==> src/rtl/fifo_uart_tx_pkg.sv <==
// Shared definitions for the FIFO-fed UART transmitter: FSM encoding,
// default bit timing and serial line levels.
package fifo_uart_tx_pkg;

  typedef enum logic [1:0] {
    IDLE  = 2'd0,
    START = 2'd1,
    DATA  = 2'd2,
    STOP  = 2'd3
  } state_t;

  // 100 MHz system clock at 115200 baud
  localparam int DEFAULT_CLKS_PER_BIT = 868;
  localparam int DEFAULT_DATA_WIDTH   = 8;

  localparam logic LINE_IDLE   = 1'b1;
  localparam logic START_LEVEL = 1'b0;
  localparam logic STOP_LEVEL  = 1'b1;

endpackage

==> src/rtl/fifo_uart_tx.sv <==
// UART transmitter that pops words from a show-ahead FIFO and serializes them
// LSB first as 8N1-style frames, chaining frames with no idle gap.
module fifo_uart_tx
  import fifo_uart_tx_pkg::*;
#(
  parameter int CLKS_PER_BIT = DEFAULT_CLKS_PER_BIT,
  parameter int DATA_WIDTH   = DEFAULT_DATA_WIDTH
) (
  input  logic                  clk,
  input  logic                  reset_n,
  input  logic                  i_enable,
  input  logic [DATA_WIDTH-1:0] i_fifo_data,
  input  logic                  i_fifo_empty,
  output logic                  o_fifo_read_enable,
  output logic                  o_txd,
  output logic                  o_busy
);

  localparam int CNT_W = (CLKS_PER_BIT > 2) ? $clog2(CLKS_PER_BIT) : 1;
  localparam int IDX_W = (DATA_WIDTH > 2) ? $clog2(DATA_WIDTH) : 1;
  localparam logic [CNT_W-1:0] CNT_LAST = CNT_W'(CLKS_PER_BIT - 1);
  localparam logic [IDX_W-1:0] IDX_LAST = IDX_W'(DATA_WIDTH - 1);

  state_t                state;
  logic [CNT_W-1:0]      baud_cnt;
  logic [IDX_W-1:0]      bit_idx;
  logic [DATA_WIDTH-1:0] shift_reg;
  logic [DATA_WIDTH-1:0] shifted;
  logic                  txd;
  logic                  busy;
  logic                  bit_end;
  logic                  pop_req;

  assign bit_end = (baud_cnt == CNT_LAST);
  assign shifted = shift_reg >> 1;

  // A pop is allowed from IDLE or in the final stop cycle so frames chain back to back.
  assign pop_req = i_enable & ~i_fifo_empty &
                   ((state == IDLE) | ((state == STOP) & bit_end));

  // The state register already reads IDLE during reset; gating keeps the strobe quiet too.
  assign o_fifo_read_enable = pop_req & reset_n;
  assign o_txd              = txd;
  assign o_busy             = busy;

  always_ff @(posedge clk or negedge reset_n) begin
    if (!reset_n) begin
      state     <= IDLE;
      baud_cnt  <= '0;
      bit_idx   <= '0;
      shift_reg <= '0;
      txd       <= LINE_IDLE;
      busy      <= 1'b0;
    end else begin
      case (state)
        IDLE: begin
          baud_cnt <= '0;
          if (pop_req) begin
            shift_reg <= i_fifo_data;
            state     <= START;
            txd       <= START_LEVEL;
            busy      <= 1'b1;
          end
        end
        START: begin
          if (bit_end) begin
            state    <= DATA;
            baud_cnt <= '0;
            bit_idx  <= '0;
            txd      <= shift_reg[0];
          end else begin
            baud_cnt <= baud_cnt + CNT_W'(1);
          end
        end
        DATA: begin
          if (bit_end) begin
            baud_cnt <= '0;
            if (bit_idx == IDX_LAST) begin
              state <= STOP;
              txd   <= STOP_LEVEL;
            end else begin
              // Line follows the LSB of the register after every shift.
              shift_reg <= shifted;
              txd       <= shifted[0];
              bit_idx   <= bit_idx + IDX_W'(1);
            end
          end else begin
            baud_cnt <= baud_cnt + CNT_W'(1);
          end
        end
        STOP: begin
          if (bit_end) begin
            baud_cnt <= '0;
            if (pop_req) begin
              shift_reg <= i_fifo_data;
              state     <= START;
              txd       <= START_LEVEL;
            end else begin
              state <= IDLE;
              txd   <= LINE_IDLE;
              busy  <= 1'b0;
            end
          end else begin
            baud_cnt <= baud_cnt + CNT_W'(1);
          end
        end
        default: begin
          state <= IDLE;
          txd   <= LINE_IDLE;
          busy  <= 1'b0;
        end
      endcase
    end
  end

endmodule

==> config.mk <==
export PLATFORM = sky130hd
export DESIGN_NAME = fifo_uart_tx
export DESIGN_NICKNAME = d
export VERILOG_FILES = /design/src/rtl/fifo_uart_tx_pkg.sv /design/src/rtl/fifo_uart_tx.sv
export SDC_FILE = /design/constraint.sdc
export NUM_CORES = 1
export LEC_CHECK = 0
export ABC_AREA = 1
export CAP_MARGIN = 20
export CORE_AREA = 2 2 59 61
export DETAILED_ROUTE_END_ITERATION = 8
export DIE_AREA = 0 0 61 63
export PLACE_DENSITY = 0.7
export REMOVE_ABC_BUFFERS = 1
export SLEW_MARGIN = 20
export SYNTH_ARGS = -nofsm -noshare
export SYNTH_HDL_FRONTEND = slang
export SYNTH_SLANG_ARGS = --single-unit
==> constraint.sdc <==
create_clock -name clk -period 1.9 [get_ports clk]
set_input_delay 0.285 -clock clk [delete_from_list [all_inputs] [get_ports clk]]
set_output_delay 0.285 -clock clk [all_outputs]
set_load 0.01 [all_outputs]
### Word-level counts from Yosys, hierarchy flattened

Cells that the tools add are included.

| cells by class | value |
|---|---|
| $add $sub $neg | 2 |
| equality and inequality tests | 12 |
| multiplexer cells | 29 |
| bitwise logic cells | 6 |
| reductions and logical operators | 10 |

Operators by type and width:

| kind | count |
|---|---|
| two-way mux 8 bit | 4 |
| one-hot mux 8 bit (3 select lines) | 1 |
| one-hot mux 10 bit (2 select lines) | 1 |
| AND reduction 4 bit | 4 |
| inequality test 2 bit, second input constant | 7 |
| adder 10 x 1 -> 10 bit, second input constant | 1 |
| equality test 10 bit, second input constant | 1 |
| two-way mux 1 bit | 10 |
| two-way mux 10 bit | 1 |
| two-way mux 2 bit | 5 |
| two-way mux 3 bit | 3 |
| one-hot mux 2 bit (4 select lines) | 1 |
| one-hot mux 3 bit (2 select lines) | 1 |
| AND reduction 5 bit | 1 |
| bitwise AND 1 bit | 4 |
| equality test 2 bit, second input constant | 2 |
| one-hot mux 1 bit (4 select lines) | 1 |
| nonzero test 2 bit | 2 |
| adder 3 x 1 -> 3 bit, second input constant | 1 |
| equality test 3 bit, second input constant | 1 |
| nonzero test 3 bit | 1 |
| OR reduction 3 bit | 1 |
| equality test 2 x 1 -> 1 bit, second input constant | 1 |
| zero test 2 bit | 1 |
| 3 further kinds | 3 |

| word-level totals | value |
|---|---|
| register bits after elaboration | 25 |
| input bits | 12 |
| output and inout bits | 3 |
| word-level logic and storage cells | 65 |

### Logic depth before layout (Yosys ltp)

| depth | value |
|---|---|
| depth after elaboration | 7 |
| gate-level depth with buffers | 11 |
| depth with buffers taken out | 10 |

### Least setup slack after synthesis

OpenSTA, ideal clock, no wires.

| path | value |
|---|---|
| kind | register -> register |
| from | register bit_idx[0] |
| to | register shift_reg[1] |
| library setup time | 116 ps |
| data arrival time | 1477 ps |
| required time | 1784 ps |
| setup slack | 306 ps |
| cell stages (with the launch flop) | 10 |
| path buffers | 0 |
| clock period less this slack | 1594 ps |
| path through | dfrtp_1 -> ha_1 -> ha_1 -> nand2_1 -> inv_1 -> or2_1 -> nor2_8 -> nand2_4 -> nand2_1 -> nand2_1 |

| on the way | value |
|---|---|
| cells in the longest elaborated chain, start to end | 3 |

Ends and longest elaborated chain:

| what | RTL line | text |
|---|---|---|
| start: declaration | fifo_uart_tx.sv:26 | `logic [IDX_W-1:0] bit_idx;` |
| start signal: assignment | fifo_uart_tx.sv:85 | `bit_idx <= bit_idx + IDX_W'(1);` |
| equality test 3 bit | fifo_uart_tx.sv:78 | `if (bit_idx == IDX_LAST) begin` |
| inequality test 2 bit (no source line) | n/a |  |
| AND reduction 4 bit (no source line) | n/a |  |
| end signal: assignment | fifo_uart_tx.sv:59 | `shift_reg <= i_fifo_data;` |
| end signal: assignment | fifo_uart_tx.sv:83 | `shift_reg <= shifted;` |
| end signal: assignment | fifo_uart_tx.sv:95 | `shift_reg <= i_fifo_data;` |
| end: declaration | fifo_uart_tx.sv:27 | `logic [DATA_WIDTH-1:0] shift_reg;` |

Every way passes these cells.
A chain may end at the register's enable or synchronous reset.

### Final worst setup path

| path | value |
|---|---|
| from | register baud_cnt[1] |
| to | output port o_fifo_read_enable |

| on the way | value |
|---|---|
| cells in the longest elaborated chain, start to end | 5 |

Ends and longest elaborated chain:

| what | RTL line | text |
|---|---|---|
| start: declaration | fifo_uart_tx.sv:25 | `logic [CNT_W-1:0] baud_cnt;` |
| start signal: assignment | fifo_uart_tx.sv:72 | `baud_cnt <= baud_cnt + CNT_W'(1);` |
| start signal: assignment | fifo_uart_tx.sv:88 | `baud_cnt <= baud_cnt + CNT_W'(1);` |
| start signal: assignment | fifo_uart_tx.sv:104 | `baud_cnt <= baud_cnt + CNT_W'(1);` |
| equality test 10 bit | fifo_uart_tx.sv:34 | `assign bit_end = (baud_cnt == CNT_LAST);` |
| bitwise AND 1 bit | fifo_uart_tx.sv:39 | `((state == IDLE) \| ((state == STOP) & bit_end));` |
| OR 1 bit | fifo_uart_tx.sv:39 |  |
| bitwise AND 1 bit | fifo_uart_tx.sv:38 | `assign pop_req = i_enable & ~i_fifo_empty &` |
| bitwise AND 1 bit | fifo_uart_tx.sv:42 | `assign o_fifo_read_enable = pop_req & reset_n;` |
| end: declaration | fifo_uart_tx.sv:14 | `output logic o_fifo_read_enable,` |

Every way passes these cells.

==> qor.yml <==
startpoint_type: "register"
slew_violations: 0
overflow: 0
clock_latency_ps: 320
relSlewSlack_pct: 77.3
cp.depth: 8
drc_errors: 0
path_class: "register to output pin"
wirelength_mm: 2.95
p_sw_mw: 0.178
reg2reg_from: "bit_idx[0]"
antenna_cells: 0
globalplace.congestion: 0.828
path_delay_family: "simple AND/OR/NAND/NOR gates"
syn_inst: 194
area_growth_pct: 23.2
cts_buffer_depth: 2
fin_cells: 276
p_int_mw: 0.638
setup_slack_ps: 120
vias: 1315
antenna_found_initial: 0
yosys_warnings: 0
status: "finished clean"
skew_ps: 8.76
cts_sinks: 25
dieWidth_um: 61
fp.dieH_um: 63
dieArea_um2: 3840
multi_input_area_um2: 847
nets: 252
powerDensity_nw_per_um2: 427
path_common_cell: "nand2_2"
wl_per_cell_um: 10.7
seq_area_frac_synth_pct: 40.4
syn_area_um2: 1550
p_comb_share_pct: 5.0
async_flop_share_pct: 100
pwr-share-seq_pct: 65.2
setup_tns_ps: 0
setup_viol: 0
viasPerCell: 4.76
ir_drop_mv: 0.369
ys_types: 28
fin_crit_ps: 1780
ys_ff_latch: 25
crit_arrival_ps: 1490
crit_buf_inv: 1
grt_pass1_wl_mm: 5.58
fin_total_pwr_mw: 0.816
hold_viol_final: 0
synth_flop_cell: "dfrtp_1"
firstDrtPassIters: 5
worstSetupStartpoint: "baud_cnt[1]"
cp-endpoint: "o_fifo_read_enable"
largest_reg_flops: 10
layout_commonest_cell: "nand2_1"
drive_above_1_share_pct: 22.2
rsz0062_at_grt: "false"
tritoncts: "built"
row_count: 21
worstSetupEndpointType: "output pin"
cts.clk_slew.worst_paths_ps: 140
avgSynthCellArea_um2: 7.99
grtUsageTotal_pct: 19.0
slowest_delay_ps: 390
layout_common_cells: "nand2_1 (66), dfrtp_1 (24), nor2_1 (21)"
fill_cells: 302
drv_cap: 0
cp.required_ps: 1620
cts-buffers-inserted: 3
fmaxAchievable_ghz: 0.562
synth_edf_count: 0
netSwitchingFraction_pct: 21.8
cts_hold_buf: 0
cts_root_buf: "clkbuf_4"
postLayoutCellArea_um2: 1910
power_leakage_nw: 1.02
hp-class: "input port to asynchronous set/reset pin"
r2r-end: "shift_reg[4]"
dpl_worst_slack_ps: 23.2
core_um2: 3230
drtIter0Drc: 41
path_cells: "ha_2 -> nand2_2 -> nor2_4 -> nand4_2 -> nand2_2 -> nand2_4 -> nor2_2 -> buf_2"
start_util_pct: 48.0
ioPinCount: 15
dpl-instance-area_um2: 1840
register_area_um2: 627
path_max_fanout: 2
grt_pass1_vias: 1310
htreeDepth: 1
placed_cells: 266
port_buffers: 14
finalCritPeriodShare_pct: 93.7
dp_hpwl_mm: 2.21
ff2ff_path_depth: 9
grt_max_degree: 26
worstMarginPinSlew_ps: 341
clkPwrFrac_pct: 29.8
cpMaxStageDelayCell: "dfrtp_1"
reg2reg_slack_ps: 180
final_antenna_net_count: 0
==> cell type report <==
type                    count  area share, %
multi-input cells         149           44.3
flip-flops and latches     25           32.8
clock buffers               4           1.38
inverters                  18           3.54
well taps                  46           3.01
repair buffers             34           14.9
==> worst min path at each step <==
stage                       startpoint      endpoint  depth (start not counted)
after floorplan                reset_n   baud_cnt[0]                          0
after global placement    shift_reg[2]  shift_reg[2]                          2
after detailed placement  shift_reg[3]  shift_reg[3]                          2
after CTS                      reset_n    bit_idx[1]                          2
after global routing           reset_n   baud_cnt[9]                          2
final                          reset_n   baud_cnt[9]                          2
==> layer usage <==
layer,routed length (um),global-route usage [%],vias to the layer above
met2,1390,30.5,28
met4,68,8.42,0
met1,1400,25.4,594
met3,89,1.86,7
li1,-,-,686
met5,0,0,-
==> repair_timing <==
action                                  CTS  global route
gates cloned                              0             0
endpoints found under the setup margin    1             3
gates resized for setup                   5             3
endpoints found under the hold margin     0             0
pin swaps                                 2             5
buffers inserted                          2             4
==> synthesized netlist by cell type, types with 2 or more instances <==
cell / count / share of area (%)
nand3_1: 15 / 4.8
inv_1: 14 / 3.4
xor2_1: 3 / 1.7
ha_1: 9 / 7.3
nor2_4: 4 / 2.9
o21ai_1: 3 / 0.97
nand2_4: 3 / 2.2
nor2_2: 2 / 0.81
nand3b_1: 2 / 0.97
nor3b_2: 2 / 1.6
nand2_1: 67 / 16
o21ai_0: 2 / 0.65
nand2_2: 2 / 0.81
nand4_2: 2 / 1.6
dfrtp_1: 24 / 39
or2_1: 2 / 0.81
nor3_1: 3 / 0.97
inv_2: 4 / 0.97
nor2_1: 22 / 5.3
==> worst reg2reg max path: cells and delay by family (launching register included) <==
family	cells	cell delay, ps
adders and majority gates	2	390
buffers and inverters	1	50
DFF	1	420
and+or+nand+nor	6	750
==> metrics by stage <==
| stage | hold slack [ps] | util [%] |
|---|---|---|
| 2_1_floorplan | -10.6 | - |
| 3_3_place_gp | 456 | 56.8 |
| 3_5_place_dp | 459 | 56.8 |
| 4_1_cts | 421 | 58.0 |
| 5_1_grt | 442 | 59.1 |
| 6_report | 412 | 59.1 |
==> power by group through the flow <==
stage               clock, mW  combinational [mW]  sequential, mW
CTS                     0.251              0.0419           0.532
global route            0.270              0.0466           0.532
finish                  0.243              0.0410           0.532
detailed placement          0              0.0418           0.542
floorplan                   0             0.00419           0.542
global placement            0              0.0419           0.542
==> kinds of logic after synthesis <==
family          Yosys count  share of synthesized area (%)
simple gates            129                           42.3
flops                    25                           40.4
buf+inv                  20                           5.41
fa+ha+maj                 9                           7.26
compound gates            8                           2.91
xor+xnor                  3                           1.70
Note: power is estimated with default switching activity, not from simulation.
